[src/rtl/fifo_stream_reader_pkg.sv]
// Shared constants and elaboration-time helpers for the FIFO stream reader.
package fifo_stream_reader_pkg;

  localparam int FIFO_READ_LATENCY_DEFAULT = 1;

  // Ceiling log2 for counter sizing; clog2(1) is 0.
  function automatic int clog2(input int value);
    int result;
    int span;
    result = 0;
    span   = 1;
    while (span < value) begin
      span   = span * 2;
      result = result + 1;
    end
    return result;
  endfunction

endpackage

[src/rtl/stream_buffer_fifo.sv]
// Single-clock first-word-fall-through circular buffer; head word and valid come from registers only.
module stream_buffer_fifo
  import fifo_stream_reader_pkg::*;
#(
  parameter int WIDTH          = 160,
  parameter int BUF_DEPTH_LOG2 = 2
) (
  input  logic                      clk,
  input  logic                      resetn,
  input  logic                      push_i,
  input  logic [WIDTH-1:0]          push_data_i,
  input  logic                      pop_i,
  output logic                      out_valid_o,
  output logic [WIDTH-1:0]          out_data_o,
  output logic [BUF_DEPTH_LOG2:0]   occupancy_o,
  output logic                      full_o
);

  localparam int DEPTH = 1 << BUF_DEPTH_LOG2;
  localparam int CW    = BUF_DEPTH_LOG2 + 1;
  localparam int PW    = BUF_DEPTH_LOG2;

  logic [WIDTH-1:0] mem_q [DEPTH];
  logic [PW-1:0]    wr_ptr_q, wr_ptr_d;
  logic [PW-1:0]    rd_ptr_q, rd_ptr_d;
  logic [CW-1:0]    count_q, count_d;
  logic             pop_ok, push_ok;

  assign full_o  = (count_q == CW'(DEPTH));
  assign pop_ok  = pop_i && (count_q != '0);
  // At full a push only lands when the head leaves in the same cycle; otherwise it is dropped.
  assign push_ok = push_i && (!full_o || pop_ok);

  always_comb begin
    // NOTE: every next-state variable gets a default first, so no path can infer a latch.
    wr_ptr_d = wr_ptr_q;
    rd_ptr_d = rd_ptr_q;
    count_d  = count_q;
    if (push_ok) wr_ptr_d = wr_ptr_q + PW'(1);
    if (pop_ok)  rd_ptr_d = rd_ptr_q + PW'(1);
    case ({push_ok, pop_ok})
      2'b10:   count_d = count_q + CW'(1);
      2'b01:   count_d = count_q - CW'(1);
      default: count_d = count_q;
    endcase
  end

  always_ff @(posedge clk) begin
    // NOTE: state registers use non-blocking assignments so all flops update from pre-edge values.
    if (!resetn) begin
      wr_ptr_q <= '0;
      rd_ptr_q <= '0;
      count_q  <= '0;
    end else begin
      wr_ptr_q <= wr_ptr_d;
      rd_ptr_q <= rd_ptr_d;
      count_q  <= count_d;
    end
  end

  // NOTE: storage is not reset; an entry is only observable once count_q, which is reset, covers it.
  always_ff @(posedge clk) begin
    if (push_ok) mem_q[wr_ptr_q] <= push_data_i;
  end

  assign out_valid_o = (count_q != '0);
  assign out_data_o  = mem_q[rd_ptr_q];
  assign occupancy_o = count_q;

endmodule

[src/rtl/fifo_stream_reader.sv]
// Read-side companion for the dual-clock FIFO: credit-limited read requests, drain after reset,
// and a ready/valid re-presentation of returned words through a small local buffer.
module fifo_stream_reader
  import fifo_stream_reader_pkg::*;
#(
  parameter int WIDTH          = 160,
  parameter int READ_LATENCY   = FIFO_READ_LATENCY_DEFAULT,
  parameter int BUF_DEPTH_LOG2 = 2
) (
  input  logic                      clk,
  input  logic                      resetn,
  output logic                      fifoReadEnable,
  input  logic                      fifoDataOutValid,
  input  logic [WIDTH-1:0]          fifoDataOut,
  output logic                      outValid,
  input  logic                      outReady,
  output logic [WIDTH-1:0]          outData,
  output logic [BUF_DEPTH_LOG2:0]   occupancy,
  output logic                      overflowErr
);

  localparam int DEPTH   = 1 << BUF_DEPTH_LOG2;
  localparam int IF_W    = clog2(READ_LATENCY + 1) + 1;
  localparam int DRAIN_W = clog2(READ_LATENCY + 1);
  localparam int CRED_W  = ((IF_W > BUF_DEPTH_LOG2 + 1) ? IF_W : BUF_DEPTH_LOG2 + 1) + 2;

  logic [DRAIN_W-1:0]      drain_q, drain_d;
  logic [READ_LATENCY-1:0] req_pipe_q, req_pipe_d;
  logic [IF_W-1:0]         in_flight_q, in_flight_d;
  logic                    overflow_q, overflow_d;
  logic                    draining, push_now, pop_now, retire, buf_full;
  logic [CRED_W-1:0]       credit_used;

  // Returns during the drain window belong to requests issued before reset and are discarded.
  assign draining = (drain_q != '0);
  assign push_now = fifoDataOutValid && !draining;
  assign pop_now  = outValid && outReady;
  assign retire   = req_pipe_q[READ_LATENCY-1];

  assign credit_used = CRED_W'(occupancy) + CRED_W'(in_flight_q)
                     + CRED_W'(push_now) - CRED_W'(pop_now);
  assign fifoReadEnable = !draining && (credit_used < CRED_W'(DEPTH));

  always_comb begin
    drain_d     = draining ? drain_q - DRAIN_W'(1) : drain_q;
    req_pipe_d  = READ_LATENCY'({req_pipe_q, fifoReadEnable});
    in_flight_d = in_flight_q + IF_W'(fifoReadEnable) - IF_W'(retire);
    overflow_d  = overflow_q | (push_now && buf_full && !pop_now);
  end

  always_ff @(posedge clk) begin
    if (!resetn) begin
      drain_q     <= DRAIN_W'(READ_LATENCY);
      req_pipe_q  <= '0;
      in_flight_q <= '0;
      overflow_q  <= 1'b0;
    end else begin
      drain_q     <= drain_d;
      req_pipe_q  <= req_pipe_d;
      in_flight_q <= in_flight_d;
      overflow_q  <= overflow_d;
    end
  end

  stream_buffer_fifo #(
    .WIDTH          (WIDTH),
    .BUF_DEPTH_LOG2 (BUF_DEPTH_LOG2)
  ) u_buffer (
    .clk         (clk),
    .resetn      (resetn),
    .push_i      (push_now),
    .push_data_i (fifoDataOut),
    .pop_i       (pop_now),
    .out_valid_o (outValid),
    .out_data_o  (outData),
    .occupancy_o (occupancy),
    .full_o      (buf_full)
  );

  assign overflowErr = overflow_q;

endmodule

[config.mk]
export PLATFORM = sky130hd
export DESIGN_NAME = fifo_stream_reader
export DESIGN_NICKNAME = d
export VERILOG_FILES = /design/src/rtl/fifo_stream_reader_pkg.sv /design/src/rtl/stream_buffer_fifo.sv /design/src/rtl/fifo_stream_reader.sv
export SDC_FILE = /design/constraint.sdc
export NUM_CORES = 1
export LEC_CHECK = 0
export ABC_AREA = 1
export CAP_MARGIN = 20
export CORE_MARGIN = 4
export CORE_UTILIZATION = 45
export DETAILED_ROUTE_END_ITERATION = 16
export DONT_BUFFER_PORTS = 1
export PLACE_DENSITY_LB_ADDON = 0.08
export RECOVER_POWER = 50
export SETUP_SLACK_MARGIN = 0.1
export SLEW_MARGIN = 20
export SYNTH_ARGS = -nofsm -noshare
export SYNTH_HDL_FRONTEND = slang
export SYNTH_HIERARCHICAL = 1
export SYNTH_SLANG_ARGS = --single-unit
[constraint.sdc]
create_clock -name clk -period 10.3 [get_ports clk]
set_input_delay 0.515 -clock clk [delete_from_list [all_inputs] [get_ports clk]]
set_output_delay 0.515 -clock clk [all_outputs]
set_load 0.1 [all_outputs]
==> results.md <==
- The run finished, with violations left.
- The checks that failed: max-capacitance violations, max-slew violations.
- The horizontal extent of the die is 241 um.
- The via count of the first global-routing pass is 14000.
- The fraction of the cycle the final worst path needs is 0.658.
- The placed instances occupy a cell area of 0.0264 mm^2.
- The cell leakage power is 0.0100 uW.
- The startpoint of the lowest-slack register-to-register path is u_buffer/occupancy_o[1]$_SDFFE_PN0P_.
- From synthesis to final layout, the design area changed by 23.8%.
- The final design area excluding fillers is 0.0302 mm^2.
- Timing analysis after detailed placement gives a worst setup slack of 5.06 ns.
- VDD sags by at most 145 uV.
- The pin slew with the least headroom to its limit is 3.72 ns.
- Wires add up to 58000 um.
- The root buffer cell chosen for the clock tree is clkbuf_16.
- The worst setup path is captured at a register.
- The number of antenna violations at the first check in global routing is 8.
- The tree built by TritonCTS fans out to 654 sinks.
- The post-synthesis async set-or-reset flop share is 0.
- 330 I/O pins were placed.
- The number of warnings issued by yosys is 6.
- The number of storage elements in the synthesis netlist is 654.
- The clock passes through at most 3 buffers.
- The clock-pin transition on the worst setup and hold timing paths is 0.06 ns.
- The commonest non-fill, non-tap cell in the layout is edfxtp_1.
- The initialized floorplan defines 85 standard-cell rows.
- The final hold violation count is 0.
- The capturing point of the worst reg2reg path is u_buffer/mem_q[3][68]$_DFFE_PP_.
- Yosys mapped a number of flops with a built-in enable equal to 640.
- The final setup violation count is 0.
- TritonCTS built the clock tree.
- The routed layout has 14300 vias.
- The worst hold path belongs to the class primary input to register.
- The final net count is 2035.
- In the layout the commonest cells are 640 x edfxtp_1, 328 x nor2_1, 189 x o21ai_0.
- The highest net fanout along the worst path is 45.
- The headroom to the max-slew limit is -1.48.
- The most frequently used flop master after synthesis is edfxtp_1.
- Entering global routing, the biggest net connects 175 pins.
- The clock skew after layout is 0.0169 ns.
- The mapped cell area is 0.0244 mm^2.
- The initial utilization of the core area, before any placement, comes to 0.454.
- In the routed layout, each cell is associated on average with a via count of 5.45.
- The worst path in the final design needs a cycle of 6.77 ns, including I/O delays and setup.
- The total die area is 0.0580 mm^2.
- The proportion of layout cells with a drive suffix above 1 is 0.157.
- The number of I/O port buffers is 0.
- Along the worst hold path, the cell count comes to 2.
- The H-tree was split into 3 levels.
- The first routing iteration left 948 violations.
- The post-synthesis sequential area ratio is 0.799.
- Once routing completed, OpenROAD measured the worst setup slack at 3.53 ns.
- The core outline area is 0.0537 mm^2.
- The number of maximum-capacitance constraint violations is 14.
- STA classifies the critical path startpoint as a register.
- The TritonCTS buffer count is 70.
- The cell count after synthesis is 1667.
- The detail route stage leaves a number of antenna-violating nets equal to 0.
- Once layout is complete, the utilization of the core stands at 0.563.
- The first TritonRoute pass finished after 5 iterations.
- Power spread over the standard cell area amounts to 226 mW/mm^2.
- The critical path class is register to register.
- The origin of the worst min-delay path is resetn.
- In the final timing run, aggregate negative setup slack is 0 ns.
- The terminating pin of the worst hold path is u_buffer/occupancy_o[1]$_SDFFE_PN0P_.
- The overall die height is 241 um.
- The last weighted congestion value of the routability-driven placer is 0.765.
- The aggregate global routing overflow is 0.
- In this run the mean area of a mapped cell was 14.6 um^2.
- The detailed-placement wirelength estimate is 32700 um.
- The routed wirelength normalized by instance count is 22.2 um.
- The number of cells on the worst reg-to-reg path is 8.
- The total global routing track utilization is 0.194.
- The register-to-register path setup slack is 3.53 ns.
- Synthesis instantiated 29 different standard cells from the library.
- The first global-routing pass estimated 85900 um of wire.
- The number of slew-limit violations in the final report was 347.
- The clock reaches the later pin of the worst-skew pair after 0.60 ns.
- The count of unresolved DRC violations after routing is 0.
- Setup repair after global routing left no endpoint under its margin.
- Data on the critical path arrives at its endpoint at 6.99 ns.
- The upper clock frequency limit is 148 MHz.
- The smallest hold slack is 0.0506 ns.
- The synthesized net count is 1844.
- The critical path required time is 10.52 ns.
-- registers in the layout (all words and copies together), names as in the netlist, named ones only --
register and flops:
drain_q 1, in_flight_q 2, overflowErr 1, req_pipe_q 1, u_buffer/mem_q 640, u_buffer/occupancy_o 3
u_buffer/rd_ptr_q 2, u_buffer/wr_ptr_q 2
-- layer usage --
| metal | global-route usage | part of all wire | vias to the layer above | wire, um |
|---|---|---|---|---|
| met3 | 0.0586 | 0.070 | 97 | 4060 |
| met1 | 0.258 | 0.43 | 7141 | 24700 |
| met5 | 0 | 0.00012 | - | 7 |
| met4 | 0.0633 | 0.023 | 2 | 1310 |
| li1 | - | - | 6683 | - |
| met2 | 0.310 | 0.48 | 338 | 27900 |
-- critical path, stage by stage (launching register included) --
cell	delay (ns)
dfxtp_1	1.03
nor2_1	0.20
nand2_1	0.77
nand2_1	0.17
inv_1	0.16
o21ai_0	0.64
nor2_1	1.93
buf_4	0.74
buf_4	0.69
-- power breakdown --
part           leakage, uW  internal, uW  total (uW)  switching (uW)
registers          0.00593          3000        3030            30.9
logic              0.00292           204        1240            1030
clock network      0.00115          1570        2560             992
total               0.0100          4780        6830            2050
-- final cells by class --
type | count | area [um^2]
Antenna cell | 7 | 17.5
Clock inverter | 34 | 429
Multi-Input combinational cell | 874 | 5300
Clock buffer | 93 | 1930
Fill cell | 4300 | 23500
Timing Repair Buffer | 224 | 2020
Sequential cell | 654 | 19500
Tap cell | 696 | 871
Inverter | 34 | 145
-- synth_stat cells, types with 3 or more instances --
master    instances  area [um^2]
edfxtp_1        640        19200
nor2_1          331         1240
o21ai_0         181          906
o22ai_1         160         1000
o21ai_1         145          726
clkbuf_1         54          203
buf_2            40          200
inv_1            31          116
nand2_1          20         75.1
dfxtp_1          14          280
ha_1             12          150
a21oi_1           9         45.0
buf_4             8         60.1
nand3_1           5         25.0
buf_6             3         33.8
-- how the worst max path moves through the flow --
stage                                                  end  cells after the start                                  from  slack (ns)
after global placement    u_buffer/mem_q[1][121]$_DFFE_PP_                      8  u_buffer/occupancy_o[2]$_SDFFE_PN0P_        5.06
after floorplan             u_buffer/mem_q[0][0]$_DFFE_PP_                      6  u_buffer/occupancy_o[2]$_SDFFE_PN0P_        0.51
after CTS                                   fifoReadEnable                     14  u_buffer/occupancy_o[2]$_SDFFE_PN0P_        4.87
after detailed placement  u_buffer/mem_q[1][121]$_DFFE_PP_                      8  u_buffer/occupancy_o[2]$_SDFFE_PN0P_        5.06
final                      u_buffer/mem_q[3][68]$_DFFE_PP_                      8  u_buffer/occupancy_o[1]$_SDFFE_PN0P_        3.53
after global routing       u_buffer/mem_q[3][61]$_DFFE_PP_                      8  u_buffer/occupancy_o[2]$_SDFFE_PN0P_        3.07
-- kinds of logic (layout without fill, tap and decap cells) --
kind of cell | count (synthesis) | count (layout) | share of synthesized area
simple gates | 362 | 362 | 0.0571
fa+ha+maj | 13 | 13 | 0.00697
buf+inv | 139 | 385 | 0.0257
flops | 654 | 654 | 0.799
xor+xnor | 1 | 1 | 0.000359
other cells | 0 | 7 | 0
compound gates | 498 | 498 | 0.111
-- metrics by stage --
| stage | std cells | total power, uW |
|---|---|---|
| global placement | 2320 | 4260 |
| finish | 2616 | 6830 |
| floorplan | 1667 | 4060 |
| detailed placement | 2321 | 4270 |
| global route | 2613 | 7100 |
| CTS | 2609 | 6920 |
-- what timing repair did --
action / in CTS / in global routing
setup buffers: 0 / 0
resized for setup: 0 / 0
hold buffers: 161 / 0
hold endpoints to repair: 642 / 0
(Power assumes the default switching activity.)
